<file path="src/rtl/fetch_line_buffer.sv">
// Two-entry direct-mapped instruction line buffer.
// Serves 32-bit fetch reads from 256-bit lines.
module fetch_line_buffer (
  input  logic         clk,
  input  logic         rst,
  input  logic [31:0]  ufp_addr,
  input  logic [3:0]   ufp_rmask,
  output logic [31:0]  ufp_rdata,
  output logic         ufp_resp,
  input  logic         inv,
  output logic [31:0]  dfp_addr,
  output logic         dfp_read,
  input  logic [255:0] dfp_rdata,
  input  logic         dfp_resp,
  output logic [31:0]  hit_count,
  output logic [31:0]  miss_count
);

  typedef enum logic [1:0] {
    IDLE,
    FILL,
    RESP
  } state_t;

  state_t        state;
  logic [1:0]    valid;
  logic [25:0]   tag_q  [2];
  logic [255:0]  data_q [2];
  logic [31:0]   req_addr;
  logic          inv_seen;

  logic          idx;
  logic [25:0]   tag;
  logic [2:0]    wsel;
  logic          hit;
  logic          fill_done;
  logic          unused;

  assign idx       = ufp_addr[5];
  assign tag       = ufp_addr[31:6];
  assign wsel      = ufp_addr[4:2];
  assign hit       = valid[idx] && (tag_q[idx] == tag);
  assign fill_done = (state == FILL) && dfp_resp;
  assign unused    = ^{ufp_addr[1:0], req_addr[1:0]};

  always_ff @(posedge clk) begin
    if (fill_done) begin
      tag_q[req_addr[5]]  <= req_addr[31:6];
      data_q[req_addr[5]] <= dfp_rdata;
    end
  end

  always_ff @(posedge clk or posedge rst) begin
    if (rst) begin
      state      <= IDLE;
      valid      <= 2'b00;
      req_addr   <= '0;
      inv_seen   <= 1'b0;
      ufp_rdata  <= '0;
      ufp_resp   <= 1'b0;
      dfp_addr   <= '0;
      dfp_read   <= 1'b0;
      hit_count  <= '0;
      miss_count <= '0;
    end else begin
      ufp_resp <= 1'b0;
      if (inv) valid <= 2'b00;
      unique case (state)
        IDLE: begin
          if (|ufp_rmask) begin
            req_addr <= ufp_addr;
            inv_seen <= 1'b0;
            if (hit) begin
              ufp_rdata <= data_q[idx][{wsel, 5'd0} +: 32];
              ufp_resp  <= 1'b1;
              hit_count <= hit_count + 32'd1;
              state     <= RESP;
            end else begin
              dfp_addr   <= {ufp_addr[31:5], 5'd0};
              dfp_read   <= 1'b1;
              miss_count <= miss_count + 32'd1;
              state      <= FILL;
            end
          end
        end
        FILL: begin
          if (inv) inv_seen <= 1'b1;
          if (dfp_resp) begin
            // an invalidate seen during the fill leaves the line unusable
            valid[req_addr[5]] <= !(inv || inv_seen);
            ufp_rdata <= dfp_rdata[{req_addr[4:2], 5'd0} +: 32];
            ufp_resp  <= 1'b1;
            dfp_read  <= 1'b0;
            state     <= RESP;
          end
        end
        RESP:    state <= IDLE;
        default: state <= IDLE;
      endcase
    end
  end

endmodule

</file>
<file path="config.mk">
export PLATFORM = sky130hd
export DESIGN_NAME = fetch_line_buffer
export DESIGN_NICKNAME = d
export VERILOG_FILES = /design/src/rtl/fetch_line_buffer.sv
export SDC_FILE = /design/constraint.sdc
export NUM_CORES = 1
export LEC_CHECK = 0
export ABC_AREA = 0
export BUFFER_PORTS_ARGS = -buffer_cell sky130_fd_sc_hd__buf_2
export CELL_PAD_IN_SITES_DETAIL_PLACEMENT = 1
export CELL_PAD_IN_SITES_GLOBAL_PLACEMENT = 1
export CORE_MARGIN = 2
export CORE_UTILIZATION = 49
export DETAILED_ROUTE_END_ITERATION = 10
export GPL_TIMING_DRIVEN = 0
export PLACE_DENSITY = 0.81
export SLEW_MARGIN = 20
export SYNTH_ARGS = -nofsm -noshare
export SYNTH_HDL_FRONTEND = slang
export SYNTH_SLANG_ARGS = --single-unit
</file>
<file path="constraint.sdc">
create_clock -name clk -period 17.7 [get_ports clk]
set_input_delay 1.77 -clock clk [delete_from_list [all_inputs] [get_ports clk]]
set_output_delay 1.77 -clock clk [all_outputs]
set_load 0.02 [all_outputs]
</file>
==> results.yml, run 1 <==
setup_path:
  arrival_ns: 4.92
  end_kind: "register"
  path_class: "in2reg"
  startpoint: "ufp_addr[5]"
  cp_max_fo: 10
  cp-start-kind: "primary input"
  worstPathRequired_ns: 18.19
  worstReg2RegStart: "req_addr[2]$_DFFE_PP0P_"
detailed_routing:
  viasPerCell: 6.09
  route.detailed.drc: 0
  route.vias.total: 18300
  first_pass_iters: 5
  wl_per_cell_um: 30.0
  drt_iter0_markers: 1792
  drt-total-wl_um: 90300
  ant_nets: 0
clocking:
  cts_setup_buffers: 0
  root_buffer: "clkbuf_16"
  path_clk_slew_ns: 0.06
  cts_made_buffers: 77
  cts.path.max_buffers: 3
  cts_max_level: 3
  cts_tree: "done"
  clock-sinks: 724
  cts-resized-gates: 0
  holdBufCountCts: 0
  clock_latency_ns: 0.63
logic_synthesis:
  synth_xor_area_share_pct: 2.54
  synthSimpleGateAreaFrac_pct: 4.60
  synth_compound_area_share_pct: 3.28
  ys.flop_type: "edfxtp_1"
  ys_seq_area_share_pct: 69.9
  synth_edf_count: 564
  synth_area_per_cell_um2: 18.6
  mappedNetlistArea_um2: 30000
  synthAdderAreaFrac_pct: 0.0835
  async_flop_share_pct: 22.1
  synth_warnings: 0
  netlist_instances: 1613
  ys_types: 47
  synth-seq-cells: 724
  synth_top_family_by_area: "multiplexers"
  synth.area.mux_share_pct: 17.9
floorplan:
  coreArea_um2: 60400
  dieWidth_um: 251
  initial_core_util_pct: 49.6
  rows: 90
  die_y_um: 251
  pin_count: 426
  die-area_um2: 63100
sta:
  hold_viol: 0
  rsz0062_at_grt: "no"
  maxSlewViolCount: 0
  tns_ns: 0
  finClkSkew_ns: 0.0255
  period_share_pct: 25.0
  fmax_mhz: 226
  post-route-min-period_ns: 4.43
  relSlewSlack_pct: 25.0
  finalSetupViolations: 0
  tightest_slew_ns: 1.13
min_path:
  hp-class: "reg2reg"
  holdCritStartpoint: "req_addr[22]$_DFFE_PP0P_"
pwr:
  power_per_cell_area_nw_per_um2: 150
  leakage_uw: 0.0134
  peakVddDrop_mv: 0.104
  power_uw: 5440
cells_and_area:
  final_common_cell: "edfxtp_1"
  final_cell_mix: "edfxtp_1, buf_2, mux4_2, dfrtp_1, nand2_1"
  final_util_pct: 59.9
  post-route-cell-area_um2: 36200
  drive_gt1_share_pct: 38.2
  area_growth_pct: 20.7
  num-nets-final: 2429
run:
  maxCapViolCount: 0
placement:
  place_hpwl_um: 61400
  placed_area_um2: 33500
  buffer_ports.inserted: 416
  gp_congestion: 0.814
grt:
  grt_pass1_wl_um: 132000
  track_usage_pct: 28.7
  grt_pass1_vias: 20000
  overflow: 0
  antenna_found_initial: 41
  grt_max_degree: 95
status:
  status: "complete, no violations"
## critical path: stages
cell and delay [ns]:
buf_6 0.10, buf_6 0.18, buf_2 0.41, mux2i_1 0.30, xnor2_1 0.09, nor4_1 0.23, nand2_1 0.21, o31ai_1 0.30
clkbuf_1 0.87, mux2_2 0.43
## state kept, by name (all words and copies together), names as in the netlist
register	cells
state	2
hit_count	32
dfp_addr	27
valid	2
inv_seen	1
dfp_read	1
data_q	512
miss_count	32
tag_q	52
ufp_rdata	32
ufp_resp	1
req_addr	30
## stage by stage
step | cells | setup WS (ns) | hold WS, ns
detailed placement | 2834 | 12.69 | 0.459
floorplan | 1617 | 2.86 | 0.442
CTS | 2977 | 13.28 | 0.465
finish | 3008 | 13.27 | 0.469
global route | 3001 | 13.13 | 0.479
global placement | 2815 | -3.98 | 0.447
## cells in the mapped netlist, types with 5 or more instances
| cell | number | area, um^2 |
|---|---|---|
| buf_2 | 10 | 50.1 |
| mux2_2 | 32 | 360 |
| buf_1 | 10 | 37.5 |
| buf_4 | 5 | 37.5 |
| mux2i_1 | 26 | 260 |
| clkbuf_1 | 70 | 263 |
| nand3_1 | 24 | 120 |
| a22oi_1 | 64 | 480 |
| a31oi_1 | 32 | 200 |
| edfxtp_1 | 564 | 16900 |
| dfrtp_1 | 160 | 4000 |
| mux4_2 | 192 | 4320 |
| and3_1 | 12 | 75.1 |
| nor4_1 | 6 | 37.5 |
| a211oi_1 | 33 | 248 |
| inv_1 | 9 | 33.8 |
| nor2b_1 | 39 | 244 |
| xnor2_1 | 56 | 490 |
| nand4_1 | 20 | 125 |
| buf_6 | 7 | 78.8 |
| nor2_1 | 20 | 75.1 |
| mux2_4 | 28 | 420 |
| nor3_1 | 14 | 70.1 |
| xor2_1 | 31 | 272 |
| nand2_1 | 116 | 435 |
## logic make-up (layout without fill, tap and decap cells)
family / after synthesis / after routing
AOI/OAI and AO/OA: 136 / 136
xor gates and xnor gates: 87 / 87
adders and majority gates: 2 / 2
buffers and inverters: 111 / 689
DFF: 724 / 724
muxes: 278 / 278
other: 1 / 36
and+or+nand+nor: 274 / 274
## power by group
group / switching (uW) / total, uW / internal, uW
combinational: 854 / 1430 / 578
sequential: 139 / 2370 / 2230
clock: 685 / 1640 / 955
total: 1680 / 5440 / 3760
## final timing paths
kind,to,slack (ns),depth (start not counted)
max,dfp_addr[6]$_DFFE_PP0P_,13.27,10
min,tag_q[1][16]$_DFFE_PP_,0.47,0
max reg2reg,ufp_rdata[31]$_DFFE_PP0P_,14.21,7
min reg2reg,tag_q[1][16]$_DFFE_PP_,0.47,0
max in group asynchronous,ufp_rdata[15]$_DFFE_PP0P_,15.56,4
min in group asynchronous,miss_count[16]$_DFFE_PP0P_,1.13,2
## per-layer routing
| layer | GRT usage (%) | routed length [um] | up-vias |
|---|---|---|---|
| met5 | 0 | 156 | - |
| met4 | 12.9 | 3700 | 22 |
| met2 | 48.8 | 46200 | 979 |
| met1 | 35.9 | 33200 | 9542 |
| li1 | - | - | 7561 |
| met3 | 5.48 | 7010 | 222 |
## final cells by class
cell class              count  area [um^2]
diodes                     31         77.6
plain buffers             102          478
clock buffers             107         2140
clock inverters            36          414
fillers                  5530        24200
inverters                   9         48.8
multi-input cells         782         8550
flip-flops and latches    724        20900
well taps                 782          978
repair buffers            435         2530
(Power assumes the default switching activity.)
==> run 2: changes to the inputs <==
clock period = 4.4 ns   (was 17.7 ns; I/O delays follow)
==> results.yml, run 2 (synthesized netlist as in run 1, its figures left out) <==
status:
  status: "complete, no violations"
sta:
  finalWorstSetupSlack_ns: 1.03
  hold_slack_ns: 0.0179
  hold_viol: 0
  fmax_mhz: 296
  tightest_slew_ns: 1.09
  maxSlewViolCount: 0
  finalSetupViolations: 0
  rsz0062_at_grt: "no"
  tns_ns: 0
  period_share_pct: 76.7
  post-route-min-period_ns: 3.37
  relSlewSlack_pct: 27.2
  finClkSkew_ns: 0.0270
grt:
  grt_max_degree: 36
  track_usage_pct: 29.4
  overflow: 0
  grt_pass1_vias: 20100
  antenna_found_initial: 41
  grt_pass1_wl_um: 134000
clocking:
  cts.path.max_buffers: 3
  cts-resized-gates: 0
  cts_made_buffers: 77
  path_clk_slew_ns: 0.07
  clock-sinks: 724
  holdBufCountCts: 4
  cts_tree: "done"
  cts_max_level: 3
  clock_latency_ns: 0.62
  root_buffer: "clkbuf_16"
  cts_setup_buffers: 0
cells_and_area:
  drive_gt1_share_pct: 38.7
  area_growth_pct: 21.4
  final_cell_mix: "edfxtp_1, buf_2, mux4_2, dfrtp_1, nand2_1"
  largest_reg_flops: 512
  final_common_cell: "edfxtp_1"
  num-nets-final: 2443
detailed_routing:
  drt-total-wl_um: 93300
  route.detailed.drc: 0
  wl_per_cell_um: 30.9
  ant_nets: 0
  first_pass_iters: 5
  route.vias.total: 18400
  drt_iter0_markers: 1785
  viasPerCell: 6.07
setup_path:
  path_class: "reg2reg"
  path_buf_inv: 2
  cp_slowest_cell: "buf_1"
  cp_top_family: "buffers and inverters"
  path_cells: "clkbuf_1, buf_1, mux4_2, a211oi_1, a31oi_1, mux2_4"
  worstPathRequired_ns: 4.91
  critical-path-max-stage-delay_ns: 0.84
  arrival_ns: 3.88
  end_kind: "register"
  cp-start-kind: "register"
  cp_max_fo: 10
placement:
  place_hpwl_um: 63000
  buffer_ports.inserted: 416
  pre_cts_ws_ns: 0.481
  gp_congestion: 0.799
floorplan:
  dieWidth_um: 251
  initial_core_util_pct: 49.6
  rows: 90
  die_y_um: 251
  pin_count: 426
  coreArea_um2: 60400
  die-area_um2: 63100
pwr:
  peakVddDrop_mv: 0.369
  power_per_cell_area_nw_per_um2: 606
  power_uw: 22000
  leakage_uw: 0.0135
run:
  maxCapViolCount: 0
min_path:
  hp-class: "in2reg"
==> run 2: cell types whose count changed in the layout (fill, tap and decap cells not counted), moves of 3 or more <==
cell,change
buf_12,+13
clkinvlp_4,+3
buf_16,-3
clkbuf_2,+3
dlygate4sd3_1,+4
clkbuf_1,-5
==> run 2: stage by stage <==
step / std cells / area, um^2 / util (%)
floorplan: 1617 / 30000 / -
global placement: 2815 / 33100 / 54.8
detailed placement: 2844 / 33700 / 55.8
CTS: 2989 / 36300 / 60.1
global route: 3017 / 36400 / 60.2
finish: 3021 / 36400 / 60.3
==> run 2: power breakdown <==
group | switching (uW) | internal (uW) | leakage (uW)
clock | 2770 | 3840 | 0.00123
combinational | 3510 | 2380 | 0.00513
sequential | 589 | 8960 | 0.00715
total | 6860 | 15200 | 0.0135
==> run 2: per-layer routing <==
metal	share of wire [%]	track usage, %
met1	37	36.3
met2	53	51.1
met3	7.2	5.44
met4	3.4	12.7
met5	0.17	0
==> run 2: layout make-up <==
cell class / instances / area (um^2)
tap: 782 / 978
inverter: 9 / 41.3
buffer: 102 / 480
antenna: 32 / 80.1
sequential: 724 / 20900
fill: 5495 / 24000
clock buffer: 104 / 2140
multi-input combinational: 782 / 8570
clock inverter: 37 / 389
timing repair buffer: 449 / 2750
==> run 2: worst reg2reg max path, stage by stage (launching register included) <==
cell and delay [ns]:
dfrtp_1 0.35, clkbuf_1 0.66, buf_1 0.85, mux4_2 0.64, a211oi_1 0.35, a31oi_1 0.11, mux2_4 0.31
==> run 2: worst paths after layout <==
path / start / to / slack [ns] / depth (start not counted)
setup / recovery: req_addr[2]$_DFFE_PP0P_ / ufp_rdata[28]$_DFFE_PP0P_ / 1.03 / 6
hold / removal: dfp_rdata[74] / data_q[1][74]$_DFFE_PP_ / 0.02 / 1
setup reg to reg: req_addr[2]$_DFFE_PP0P_ / ufp_rdata[28]$_DFFE_PP0P_ / 1.03 / 6
max in group asynchronous: rst / hit_count[25]$_DFFE_PP0P_ / 3.06 / 6
min in group asynchronous: rst / miss_count[13]$_DFFE_PP0P_ / 0.37 / 3
hold reg to reg: miss_count[31]$_DFFE_PP0P_ / miss_count[31]$_DFFE_PP0P_ / 0.46 / 1
